$ cat config.mk
export PLATFORM = sky130hd
export DESIGN_NAME = pipeline_ctrl
export DESIGN_NICKNAME = d
export VERILOG_FILES = /design/src/rtl/pipeline_ctrl.sv
export SDC_FILE = /design/constraint.sdc
export NUM_CORES = 1
export LEC_CHECK = 0
export CAP_MARGIN = 20
export CORE_UTILIZATION = 45
export DETAILED_ROUTE_END_ITERATION = 10
export PLACE_DENSITY = 0.86
export SETUP_SLACK_MARGIN = 0.05
export SLEW_MARGIN = 20
export SYNTH_ARGS = -nofsm -noshare
export SYNTH_HDL_FRONTEND = slang
export SYNTH_SLANG_ARGS = --single-unit
$ cat constraint.sdc
create_clock -name clock -period 2.5 [get_ports clock]
set_input_delay 0.375 -clock clock [delete_from_list [all_inputs] [get_ports clock]]
set_output_delay 0.375 -clock clock [all_outputs]
set_load 0.01 [all_outputs]
$ cat src/rtl/pipeline_ctrl.sv
// Hazard and stall controller for a five-stage in-order pipeline: memory-wait stalls with a
// timeout fault, branch redirects, load-use interlocks and saturating performance counters.
module pipeline_ctrl #(
    parameter logic [7:0] MEM_TIMEOUT = 8'd255
) (
    input  logic        clock,
    input  logic        nReset,
    input  logic [4:0]  id_rs1,
    input  logic [4:0]  id_rs2,
    input  logic        id_uses_rs1,
    input  logic        id_uses_rs2,
    input  logic [4:0]  ex_opcode,
    input  logic [4:0]  ex_rd,
    input  logic        ex_reg_write,
    input  logic [1:0]  ex_branch_type,
    input  logic        ex_branch_taken,
    input  logic        mem_req,
    input  logic        mem_ack,
    output logic        pc_stall,
    output logic        if_id_stall,
    output logic        id_ex_stall,
    output logic        ex_mem_stall,
    output logic        id_ex_bubble,
    output logic        mem_wb_bubble,
    output logic        if_id_flush,
    output logic        id_ex_flush,
    output logic        pc_redirect,
    output logic        fault,
    output logic [15:0] stall_count,
    output logic [15:0] flush_count
);

    // Encodings shared with the decoder's opcodes_t / branch_type_t.
    localparam logic [4:0] OP_LOAD          = 5'b00000;
    localparam logic [1:0] NON_TYPE         = 2'd0;
    localparam logic [1:0] JAL_TYPE         = 2'd1;
    localparam logic [1:0] JALR_TYPE        = 2'd2;
    localparam logic [1:0] CONDITIONAL_TYPE = 2'd3;

    typedef enum logic [1:0] {RUN, MEM_WAIT, FAULT} state_t;

    state_t      state_q, state_d;
    logic [7:0]  wait_q, wait_d;
    logic [15:0] stall_cnt_q, flush_cnt_q;

    logic mem_stall;
    logic hold;
    logic taken;
    logic load_use;

    always_comb begin
        mem_stall = mem_req & ~mem_ack;
        // FAULT freezes the pipeline regardless of the memory handshake.
        hold      = mem_stall | (state_q == FAULT);

        unique case (ex_branch_type)
            JAL_TYPE, JALR_TYPE: taken = 1'b1;
            CONDITIONAL_TYPE:    taken = ex_branch_taken;
            NON_TYPE:            taken = 1'b0;
            default:             taken = 1'b0;
        endcase

        load_use = (ex_opcode == OP_LOAD) & ex_reg_write & (ex_rd != 5'd0) &
                   ((id_uses_rs1 & (id_rs1 == ex_rd)) | (id_uses_rs2 & (id_rs2 == ex_rd)));
    end

    always_comb begin
        pc_stall      = 1'b0;
        if_id_stall   = 1'b0;
        id_ex_stall   = 1'b0;
        ex_mem_stall  = 1'b0;
        id_ex_bubble  = 1'b0;
        mem_wb_bubble = 1'b0;
        if_id_flush   = 1'b0;
        id_ex_flush   = 1'b0;
        pc_redirect   = 1'b0;

        if (hold) begin
            // EX is frozen too, so a pending taken branch survives until release.
            pc_stall      = 1'b1;
            if_id_stall   = 1'b1;
            id_ex_stall   = 1'b1;
            ex_mem_stall  = 1'b1;
            mem_wb_bubble = 1'b1;
        end else if (taken) begin
            pc_redirect   = 1'b1;
            if_id_flush   = 1'b1;
            id_ex_flush   = 1'b1;
        end else if (load_use) begin
            pc_stall      = 1'b1;
            if_id_stall   = 1'b1;
            id_ex_bubble  = 1'b1;
        end
    end

    always_comb begin
        state_d = state_q;
        wait_d  = wait_q;
        unique case (state_q)
            RUN: begin
                wait_d = 8'd0;
                if (mem_stall) begin
                    // The entry cycle is the first counted wait cycle.
                    state_d = MEM_WAIT;
                    wait_d  = 8'd1;
                end
            end
            MEM_WAIT: begin
                if (mem_ack) begin
                    state_d = RUN;
                    wait_d  = 8'd0;
                end else if (wait_q >= MEM_TIMEOUT) begin
                    state_d = FAULT;
                end else begin
                    wait_d = wait_q + 8'd1;
                end
            end
            FAULT: begin
                state_d = FAULT;
            end
            default: begin
                state_d = RUN;
                wait_d  = 8'd0;
            end
        endcase
    end

    always_ff @(posedge clock or negedge nReset) begin
        if (!nReset) begin
            state_q     <= RUN;
            wait_q      <= 8'd0;
            stall_cnt_q <= 16'd0;
            flush_cnt_q <= 16'd0;
        end else begin
            state_q <= state_d;
            wait_q  <= wait_d;
            if (pc_stall && (stall_cnt_q != 16'hFFFF)) begin
                stall_cnt_q <= stall_cnt_q + 16'd1;
            end
            if (pc_redirect && (flush_cnt_q != 16'hFFFF)) begin
                flush_cnt_q <= flush_cnt_q + 16'd1;
            end
        end
    end

    assign fault       = (state_q == FAULT);
    assign stall_count = stall_cnt_q;
    assign flush_count = flush_cnt_q;

endmodule

==> reports/metrics.yaml <==
status: "finished, final reports clean"
synth_most_common_cell: "dfrtp_1"
synth_area_leaders: "dfrtp_1 (47%), xor2_1 (8.7%), xnor2_1 (7.9%), nand2_1 (4.2%), nand3_1 (2.9%)"
netlist-cell-type-count: 36
syn_area_per_cell_sq_um: 10.1
fmax_ghz: 0.417
wl_per_cell_um: 13.3
slew_headroom: 0.390
skew_ns: 0.00650
worstPathArrival_ns: 2.03
endpoint_kind: "primary output"
slew_violations: 0
ys_dominant_reg_cell: "dfrtp_1"
seq_area_frac_synth: 0.475
grt_antenna_before_repair: 0
synth.net_count: 253
reg2reg_to: "stall_count[14]$_DFFE_PN0P_"
finalSetupViolCount: 0
drc: 0
ff2ff_setup_slack_ns: 0.53
dp_hpwl_um: 3690
p_comb_frac: 0.346
synth_top_cell_by_area: "dfrtp_1"
sequentialPowerShare: 0.436
gr-total-overflow: 0
finalHoldViolCount: 0
die_area_sq_um: 5200
numCtsBuffers: 5
r2r-start: "state_q[0]$_DFFE_PN0P_"
finalNetCount: 331
worst_pin_slew_ns: 0.916
p_sw_w: 0.000752
syn_inst: 220
start_util: 0.469
powerDensity_nw_per_um2: 764
drt_iter0_drc: 68
place_congestion: 0.778
cts_tree: "built"
core_area_sq_um: 4720
synth_edf_count: 0
peakVddDrop_uv: 572
grt_max_degree: 43
p_leak_nw: 1.31
syn-cell-area_sq_um: 2210
io_buffers: 71
num_antenna_cells: 0
hold_path_class: "in -> async"
fp.dieW_um: 72.1
drv_cap: 0
dr.pass1.iters: 4
ios: 72
post-cts-setup-buffer-count: 0
swShare: 0.315
via_per_inst: 5.07
grt_first_pass_wirelength_um: 7940
grt_pass1_vias: 1843
p_int_w: 0.00164
setup-tns-final_ns: 0
fin_crit_sh: 0.960
clk_latency_ns: 0.29
r2r_cells: 6
synth_top_cell_area_share: 0.475
synthToLayoutAreaGrowth_pct: 41.2
ys_top_cells_by_count: "dfrtp_1 (42), nand2_1 (25), xor2_1 (22)"
drtAntennaViolNets: 0
cts.clk_slew.worst_paths_ns: 0.08
cp.required_ns: 2.12
critPathLaunch: "ex_rd[2]"
gr-usage-all-layers: 0.196
rows: 25
fill_cells: 384
min_period_ns: 2.40
die-height_um: 72.1
rsz0062_at_grt: "no"
clockPowerShare: 0.218
htreeDepth: 2
async_flop_share: 1.00
critPathLaunchType: "input pin"
crit_fanout: 2
cts_hold_buf: 0
cts_root_buf: "clkbuf_8"
path_class: "in -> out"
ys_warn_count: 0
vias: 1854
drive_above_1_share: 0.107
clock_path_buffers: 2
drt-total-wl_um: 4870
design_power_total_w: 0.00239
ys_seq_elements: 42
clock_sinks: 42
state kept, by name (all words and copies together) (netlist names):
| name | flops |
|---|---|
| state_q | 2 |
| flush_count | 16 |
| stall_count | 16 |
| wait_q | 8 |
power by group through the flow:
stage / sequential [W] / combinational [W] / clock, W
5_1_grt: 0.00107 / 0.000902 / 0.000559
2_1_floorplan: 0.00110 / 0.000304 / 0
3_3_place_gp: 0.00106 / 0.000812 / 0
3_5_place_dp: 0.00106 / 0.000833 / 0
4_1_cts: 0.00104 / 0.000836 / 0.000538
6_report: 0.00104 / 0.000826 / 0.000520
layout make-up:
| class | count | area [sq um] | area share |
|---|---|---|---|
| Multi-Input combinational cell | 165 | 1100 | 0.352 |
| Sequential cell | 42 | 1050 | 0.336 |
| Timing Repair Buffer | 79 | 762 | 0.244 |
| Tap cell | 67 | 83.8 | 0.0268 |
| Clock buffer | 5 | 68.8 | 0.0220 |
| Clock inverter | 3 | 40.0 | 0.0128 |
| Inverter | 5 | 18.8 | 0.00600 |
how the worst max path moves through the flow:
stage	to	slack [ns]	cells past startpoint
finish	if_id_stall	0.1	6
floorplan	pc_stall	0.35	6
global route	if_id_stall	0.07	6
CTS	if_id_stall	0.07	6
global placement	if_id_stall	-0.29	6
detailed placement	pc_stall	-0.31	6
kinds of logic after synthesis:
family          count (synthesis)  synth area share
flops                          42             0.475
compound gates                 14            0.0503
simple gates                  100             0.229
buf+inv                        13            0.0328
xor+xnor                       42             0.166
mux                             6            0.0300
fa+ha+maj                       3            0.0170
worst max-delay path, stage by stage:
cell and delay [ns]:
clkdlybuf4s50_1 0.41, or4_1 0.48, o2111a_2 0.30, a21oi_4 0.19
inv_2 0.05, clkdlybuf4s15_2 0.22
per-layer routing:
layer  vias to the layer above  track usage  routed length [um]
met1                       870        0.225                2070
met2                        58        0.351                2360
met3                         5       0.0458                 393
met4                         0       0.0784                  51
met5                         -            0                   0
li1                        921            -                   -
through the flow:
| step | hold WS (ns) | util | cell area, sq um | worst slack [ns] | instances |
|---|---|---|---|---|---|
| after floorplan | 0.0794 | - | 2210 | 0.352 | 220 |
| after global placement | 0.453 | 0.637 | 3010 | -0.288 | 358 |
| after detailed placement | 0.476 | 0.637 | 3010 | -0.309 | 358 |
| after CTS | 0.242 | 0.659 | 3110 | 0.0653 | 366 |
| after global routing | 0.304 | 0.662 | 3130 | 0.0698 | 366 |
| final | 0.208 | 0.662 | 3130 | 0.0997 | 366 |
repair_timing:
item                                   4_1_cts  5_1_grt
endpoints found under the hold margin        0        0
pin swaps                                    2        3
setup endpoints to repair                    3        5
resized for setup                           11        3
placed cells by master (no fill, tap or decap), drive strengths merged, types with 3 or more instances in the layout:
master / netlist / final
nor4: 5 / 5
xor2: 22 / 22
nand2b: 3 / 3
nand2: 25 / 25
ha: 3 / 3
nand4: 8 / 8
clkdlybuf4s50: 0 / 65
a21oi: 3 / 3
and3: 4 / 4
nor4b: 3 / 3
buf: 7 / 10
o21ai: 3 / 3
inv: 5 / 5
mux2: 5 / 5
nand3: 13 / 13
xnor2: 20 / 20
nor2: 17 / 17
clkbuf: 1 / 5
nor3: 12 / 12
dfrtp: 42 / 42
No activity file was read; power rests on OpenSTA's default activity.
